`config.mk`:
```
export PLATFORM = sky130hd
export DESIGN_NAME = fsab_cpu_arbiter
export DESIGN_NICKNAME = d
export VERILOG_FILES = /design/src/rtl/fsab_cpu_arbiter_pkg.sv /design/src/rtl/fsab_skid_fifo.sv /design/src/rtl/fsab_cpu_arbiter.sv
export SDC_FILE = /design/constraint.sdc
export NUM_CORES = 1
export LEC_CHECK = 0
export BUFFER_PORTS_ARGS = -buffer_cell sky130_fd_sc_hd__clkbuf_2
export CAP_MARGIN = 20
export CORE_MARGIN = 5
export CORE_UTILIZATION = 43
export DETAILED_ROUTE_END_ITERATION = 6
export GPL_ROUTABILITY_DRIVEN = 0
export PLACE_DENSITY = 0.71
export SLEW_MARGIN = 20
export SYNTH_ARGS = -nofsm -noshare
export SYNTH_HDL_FRONTEND = slang
export SYNTH_SLANG_ARGS = --single-unit
```
`constraint.sdc`:
```
create_clock -name clk -period 4.3 [get_ports clk]
set_clock_uncertainty 0.1 [all_clocks]
set_input_delay 0.86 -clock clk [delete_from_list [all_inputs] [get_ports clk]]
set_output_delay 0.86 -clock clk [all_outputs]
set_load 0.02 [all_outputs]
```
`src/rtl/fsab_cpu_arbiter_pkg.sv`:
```
// fsab_cpu_arbiter_pkg: FSAB request field widths, beat layout and arbiter types
package fsab_cpu_arbiter_pkg;
    localparam int FSAB_MODE_W          = 1;
    localparam int FSAB_DID_W           = 4;
    localparam int FSAB_SUBDID_W        = 4;
    localparam int FSAB_ADDR_W          = 31;
    localparam int FSAB_LEN_W           = 4;
    localparam int FSAB_DATA_W          = 64;
    localparam int FSAB_MASK_W          = 8;
    localparam int FSAB_INITIAL_CREDITS = 4;
    localparam int FSAB_BEAT_W          = FSAB_MODE_W + FSAB_DID_W + FSAB_SUBDID_W + FSAB_ADDR_W
                                        + FSAB_LEN_W + FSAB_DATA_W + FSAB_MASK_W;

    localparam logic [FSAB_MODE_W-1:0] FSAB_READ  = 1'b0;
    localparam logic [FSAB_MODE_W-1:0] FSAB_WRITE = 1'b1;

    typedef struct packed {
        logic [FSAB_MODE_W-1:0]   mode;
        logic [FSAB_DID_W-1:0]    did;
        logic [FSAB_SUBDID_W-1:0] subdid;
        logic [FSAB_ADDR_W-1:0]   addr;
        logic [FSAB_LEN_W-1:0]    len;
        logic [FSAB_DATA_W-1:0]   data;
        logic [FSAB_MASK_W-1:0]   mask;
    } fsab_beat_t;

    typedef enum logic {ST_IDLE, ST_BURST} arb_state_t;

    // A header beat opens a locked burst only when more beats follow it.
    function automatic logic opens_burst(input fsab_beat_t b);
        return b.mode == FSAB_WRITE && b.len > FSAB_LEN_W'(1);
    endfunction
endpackage

```
`src/rtl/fsab_skid_fifo.sv`:
```
// fsab_skid_fifo: small per-client skid FIFO; caller never pushes while full
module fsab_skid_fifo #(
    parameter int W     = 8,
    parameter int DEPTH = 4
) (
    input  logic         clk,
    input  logic         rst,
    input  logic         push,
    input  logic [W-1:0] din,
    input  logic         pop,
    output logic         full,
    output logic         empty,
    output logic [W-1:0] head
);
    localparam int AW = $clog2(DEPTH);

    logic [W-1:0] mem [DEPTH];
    logic [AW:0]  wp, rp;

    assign empty = wp == rp;
    assign full  = (wp[AW] != rp[AW]) && (wp[AW-1:0] == rp[AW-1:0]);
    assign head  = mem[rp[AW-1:0]];

    // Pointer update; the extra MSB distinguishes full from empty
    always_ff @(posedge clk) begin
        if (rst) begin
            wp <= '0;
            rp <= '0;
        end else begin
            if (push) wp <= wp + 1'b1;
            if (pop && !empty) rp <= rp + 1'b1;
        end
    end

    // Storage write, no reset needed since pointers gate visibility
    always_ff @(posedge clk) begin
        if (push) mem[wp[AW-1:0]] <= din;
    end
endmodule

```
`src/rtl/fsab_cpu_arbiter.sv`:
```
// fsab_cpu_arbiter: round-robin, burst-locking, credit-tracked merge of cache clients onto one FSAB port
module fsab_cpu_arbiter
    import fsab_cpu_arbiter_pkg::*;
#(
    parameter int NCLIENTS   = 2,
    parameter int FIFO_DEPTH = 4,
    parameter int UP_CREDITS = FSAB_INITIAL_CREDITS
) (
    input  logic                              clk,
    input  logic                              rst,
    input  logic [NCLIENTS-1:0]               cli_fsabo_valid,
    input  logic [NCLIENTS*FSAB_MODE_W-1:0]   cli_fsabo_mode,
    input  logic [NCLIENTS*FSAB_DID_W-1:0]    cli_fsabo_did,
    input  logic [NCLIENTS*FSAB_SUBDID_W-1:0] cli_fsabo_subdid,
    input  logic [NCLIENTS*FSAB_ADDR_W-1:0]   cli_fsabo_addr,
    input  logic [NCLIENTS*FSAB_LEN_W-1:0]    cli_fsabo_len,
    input  logic [NCLIENTS*FSAB_DATA_W-1:0]   cli_fsabo_data,
    input  logic [NCLIENTS*FSAB_MASK_W-1:0]   cli_fsabo_mask,
    output logic [NCLIENTS-1:0]               cli_fsabo_credit,
    output logic                              fsabo_valid,
    output logic [FSAB_MODE_W-1:0]            fsabo_mode,
    output logic [FSAB_DID_W-1:0]             fsabo_did,
    output logic [FSAB_SUBDID_W-1:0]          fsabo_subdid,
    output logic [FSAB_ADDR_W-1:0]            fsabo_addr,
    output logic [FSAB_LEN_W-1:0]             fsabo_len,
    output logic [FSAB_DATA_W-1:0]            fsabo_data,
    output logic [FSAB_MASK_W-1:0]            fsabo_mask,
    input  logic                              fsabo_credit,
    output logic [1:0]                        cur_owner
);
    localparam int CW = $clog2(UP_CREDITS + 1);

    fsab_beat_t          head [4];
    logic [3:0]          empty;
    logic [NCLIENTS-1:0] pop;
    fsab_beat_t          hb;
    logic                fwd;
    logic [1:0]          sel;

    arb_state_t          state, state_n;
    logic [1:0]          lock, lock_n, last_grant, last_n;
    logic [FSAB_LEN_W-1:0] beats_left, left_n;
    logic [CW-1:0]       up_credits, up_n;
    logic [CW:0]         up_sum;

    // Unused slots up to four are tied empty so selection can index with 2 bits
    for (genvar i = 0; i < 4; i++) begin : g_cli
        if (i < NCLIENTS) begin : g_fifo
            fsab_beat_t din;
            logic       full;
            assign din = {cli_fsabo_mode[i*FSAB_MODE_W +: FSAB_MODE_W],
                          cli_fsabo_did[i*FSAB_DID_W +: FSAB_DID_W],
                          cli_fsabo_subdid[i*FSAB_SUBDID_W +: FSAB_SUBDID_W],
                          cli_fsabo_addr[i*FSAB_ADDR_W +: FSAB_ADDR_W],
                          cli_fsabo_len[i*FSAB_LEN_W +: FSAB_LEN_W],
                          cli_fsabo_data[i*FSAB_DATA_W +: FSAB_DATA_W],
                          cli_fsabo_mask[i*FSAB_MASK_W +: FSAB_MASK_W]};
            fsab_skid_fifo #(.W(FSAB_BEAT_W), .DEPTH(FIFO_DEPTH)) u_fifo (
                .clk   (clk),
                .rst   (rst),
                .push  (cli_fsabo_valid[i] && !full),
                .din   (din),
                .pop   (pop[i]),
                .full  (full),
                .empty (empty[i]),
                .head  (head[i])
            );
        end else begin : g_tie
            assign empty[i] = 1'b1;
            assign head[i]  = '0;
        end
    end

    assign hb     = head[sel];
    assign up_sum = {1'b0, up_credits} + (CW+1)'(fsabo_credit) - (CW+1)'(fwd);
    assign up_n   = up_sum > (CW+1)'(UP_CREDITS) ? CW'(UP_CREDITS) : up_sum[CW-1:0];

    // Arbiter state, burst lock and upstream credit count
    always_ff @(posedge clk) begin
        if (rst) begin
            state      <= ST_IDLE;
            lock       <= '0;
            beats_left <= '0;
            last_grant <= 2'(NCLIENTS - 1);
            up_credits <= CW'(UP_CREDITS);
        end else begin
            state      <= state_n;
            lock       <= lock_n;
            beats_left <= left_n;
            last_grant <= last_n;
            up_credits <= up_n;
        end
    end

    // Next state: a multi-beat write header locks the port until its last beat leaves
    always_comb begin
        state_n = state;
        lock_n  = lock;
        left_n  = beats_left;
        last_n  = last_grant;
        if (fwd) begin
            last_n = sel;
            if (state == ST_IDLE && opens_burst(hb)) begin
                state_n = ST_BURST;
                lock_n  = sel;
                left_n  = hb.len - 1'b1;
            end else if (state == ST_BURST) begin
                left_n  = beats_left - 1'b1;
                state_n = beats_left == FSAB_LEN_W'(1) ? ST_IDLE : ST_BURST;
            end
        end
    end

    // Winner selection: locked client in a burst, else first ready client after last_grant
    always_comb begin
        fwd = 1'b0;
        sel = lock;
        if (state == ST_BURST) begin
            fwd = !empty[lock] && up_credits != '0;
        end else begin
            for (int k = NCLIENTS; k >= 1; k--) begin
                if (!empty[2'((int'(last_grant) + k) % NCLIENTS)] && up_credits != '0) begin
                    fwd = 1'b1;
                    sel = 2'((int'(last_grant) + k) % NCLIENTS);
                end
            end
        end
        pop = fwd ? NCLIENTS'(1) << sel : '0;
    end

    // Registered upstream beat and client credit pulse; fields hold when idle
    always_ff @(posedge clk) begin
        if (rst) begin
            fsabo_valid      <= 1'b0;
            fsabo_mode       <= '0;
            fsabo_did        <= '0;
            fsabo_subdid     <= '0;
            fsabo_addr       <= '0;
            fsabo_len        <= '0;
            fsabo_data       <= '0;
            fsabo_mask       <= '0;
            cli_fsabo_credit <= '0;
            cur_owner        <= '0;
        end else begin
            fsabo_valid      <= fwd;
            cli_fsabo_credit <= pop;
            if (fwd) begin
                fsabo_mode   <= hb.mode;
                fsabo_did    <= hb.did;
                fsabo_subdid <= hb.subdid;
                fsabo_addr   <= hb.addr;
                fsabo_len    <= hb.len;
                fsabo_data   <= hb.data;
                fsabo_mask   <= hb.mask;
                cur_owner    <= sel;
            end
        end
    end
endmodule

```
==> impl_metrics.toml <==
[logic_synthesis]
yosysSeqAreaShare_pct = 76.6
ys.flop_type = "edfxtp_1"
yosysUniqueCellTypes = 56
synth_area_sq_mm = 0.0403
synth_top_area_cell = "edfxtp_1"
async_flop_share_pct = 0
netlist_instances = 2149
yosysMostFrequentCell = "edfxtp_1"
synth_top_area_share_pct = 69.2
ys_warn_count = 0
syn_nets = 2405
ys_top_cells_by_count = "edfxtp_1, mux4_2, nand2_1"
synthTopCellsByArea = "edfxtp_1, mux4_2, dfxtp_1"
synth-edff-count = 928
ys_ff_latch = 1076
syn_area_per_cell_sq_um = 18.7

[clock_tree]
clock_latency_ns = 0.68
cts_sinks = 1076
cts_resized = 0
root_buffer = "clkbuf_16"
cts_hold_buf = 0
cts_tree = "done"
cts_setup_buffers = 0
cts_max_level = 3
clk_pin_slew_ns = 0.07
numCtsBuffers = 108
clk_path_buf_depth = 3

[die]
die_w_um = 316
io-pin-count = 358
die-area_sq_mm = 0.0998
num_rows = 112
start_util_pct = 43.2
die_h_um = 316
core_region_area_sq_mm = 0.0932

[final_layout]
synthToLayoutAreaGrowth_pct = 17.7
fin_util_pct = 50.9
nNetsFinal = 2787
drive_gt1_share_pct = 31.6
fillers = 7437

[worst_setup_path]
start_kind = "register"
cp_slowest_cell = "fa_1"
crit_path_max_fanout = 27
cp.required_ns = 4.74
critPathMaxStageDelay_ns = 0.52
cp-end-kind = "register"
path_class = "register to register"
critical_path_arrival_ns = 4.28
crit_path_cell_trace = "xnor2_2 -> nand3_1 -> o21ai_0 -> and2_4 -> inv_2 -> ha_1 -> inv_1 -> ha_1 -> inv_1 -> fa_1 -> nand2b_1 -> a21oi_1 -> nand2_1 -> or2_2"

[timing]
worst_pin_slew_ns = 0.993
grt_setup_unrepaired = "false"
fmax_mhz = 261
finalSetupViolations = 0
hold_violations = 0
slew_violations = 0
slew_headroom_pct = 33.8
fin_crit_sh_pct = 89.2
finalSetupTns_ns = 0
whs_ns = 0.297
period_needed_ns = 3.84

[flow_run]
cap_violations = 0

[drt]
drt_pass1_iterations = 5
routed_wl_um = 93600
drt_iter0_drc = 1705
ant_nets = 0
drc_errors = 0
vias_per_cell = 5.45
post_drt_wl_per_cell_um = 24.0
via_count = 21260

[pwr]
clkPwrFrac_pct = 32.4
p_int_mw = 20.5
p_sw_mw = 8.85
pwr-share-seq_pct = 43.5
p_per_area_mw_per_mm2 = 619
pwr-share-comb_pct = 24.1
ir_worst_vdd_uv = 528
p_leak_nw = 16.1
switching_share_pct = 30.2

[global_routing]
grt_pass1_wl_um = 142000
grt_usage_pct = 18.8
grt_max_degree = 79
antenna_found_initial = 25
first_global_vias = 22688
grt-ovfl-total = 0

[place]
dp.final_hpwl_um = 55800
portBuffers = 357

[min_path]
min_path_type = "primary input to register"

[outcome]
outcome = "finished, final reports clean"
-- cell families after synthesis --
family                     Yosys count  synth area share (%)
buffers and inverters              142                  1.36
and+or+nand+nor                    410                  4.14
adders and majority gates           19                 0.609
muxes                              240                  13.2
DFF                               1076                  76.6
AOI/OAI and AO/OA                  243                  3.65
xor gates and xnor gates            19                 0.469
-- metal layers --
| layer | up-vias | wire (um) | track usage [%] | part of all wire [%] |
|---|---|---|---|---|
| met5 | - | 136 | 0 | 0.15 |
| met4 | 20 | 2290 | 5.89 | 2.4 |
| met3 | 167 | 6870 | 4.90 | 7.3 |
| met2 | 711 | 47400 | 31.9 | 51 |
| met1 | 11048 | 36900 | 23.9 | 39 |
| li1 | 9314 | - | - | - |
-- sequential cells by signal, indices dropped and copies added, names as in the netlist, named ones only --
signal,cells
fsabo_valid,1
g_cli.g_fifo.u_fifo.mem,928
g_cli.g_fifo.u_fifo.wp,6
up_credits,3
fsabo_subdid,4
g_cli.g_fifo.u_fifo.rp,6
last_grant,1
fsabo_len,4
fsabo_did,4
lock,2
fsabo_mode,1
state,1
fsabo_mask,8
fsabo_addr,31
cli_fsabo_credit,2
beats_left,4
cur_owner,2
fsabo_data,64
-- area by class of cell --
cell class | count | area [sq um] | area share [%]
antenna | 18 | 45.0 | 0.0950
tap | 1254 | 1570 | 3.31
inverter | 18 | 67.6 | 0.143
clock buffer | 141 | 3000 | 6.33
multi-input combinational | 931 | 8920 | 18.8
sequential | 1076 | 30800 | 65.1
clock inverter | 64 | 662 | 1.40
timing repair buffer | 396 | 2290 | 4.82
-- stage by stage --
| step | power (mW) | setup WS (ns) | instances | cell area [sq um] |
|---|---|---|---|---|
| after floorplan | 17.8 | 0.491 | 2149 | 40300 |
| after global placement | 19.9 | 0.581 | 3675 | 43700 |
| after detailed placement | 20.1 | 0.560 | 3675 | 43700 |
| after CTS | 29.7 | 0.533 | 3880 | 47300 |
| after global routing | 30.8 | 0.192 | 3889 | 47400 |
| final | 29.3 | 0.464 | 3898 | 47400 |
-- power groups by stage --
| stage | clock, mW | sequential (mW) | combinational [mW] |
|---|---|---|---|
| 3_5_place_dp | 0 | 13.0 | 7.13 |
| 2_1_floorplan | 0 | 13.2 | 4.58 |
| 6_report | 9.50 | 12.8 | 7.08 |
| 5_1_grt | 10.2 | 12.8 | 7.79 |
| 3_3_place_gp | 0 | 12.9 | 6.98 |
| 4_1_cts | 9.72 | 12.8 | 7.18 |
-- worst paths after layout --
kind         depth (start not counted)                                       from  slack, ns                                     endpoint
max reg2reg                         14  g_cli[1].g_fifo.u_fifo.wp[0]$_SDFFE_PP0P_       0.46                     up_credits[2]$_SDFF_PP1_
min reg2reg                          2                  fsabo_len[3]$_SDFFE_PP0N_       0.37                    fsabo_len[3]$_SDFFE_PP0N_
max                                 14  g_cli[1].g_fifo.u_fifo.wp[0]$_SDFFE_PP0P_       0.46                     up_credits[2]$_SDFF_PP1_
min                                  1                           cli_fsabo_len[1]       0.30  g_cli[0].g_fifo.u_fifo.mem[2][73]$_DFFE_PP_
-- critical path: cells and delay by family, from the launching register on --
kind	cells	cell delay, ns
xor gates and xnor gates	1	0.37
and+or+nand+nor	5	1.07
DFF	1	0.39
buffers and inverters	3	0.20
adders and majority gates	3	0.98
AOI/OAI and AO/OA	2	0.58
-- cells in the final DEF (no fill, tap or decap), drive strengths merged, types with 3 or more instances in the layout --
cell type	count
edfxtp	928
clkbuf	497
mux4	232
nand2	214
a21oi	182
dfxtp	148
nor2	135
buf	40
clkinv	40
nand3	32
a311oi	30
inv	28
diode	18
ha	18
xnor2	14
and2	10
bufinv	10
o221ai	6
mux2i	6
xor2	5
o21ai	5
clkinvlp	4
a31oi	4
nor3	4
nand2b	3
No activity file was read; power rests on OpenSTA's default activity.
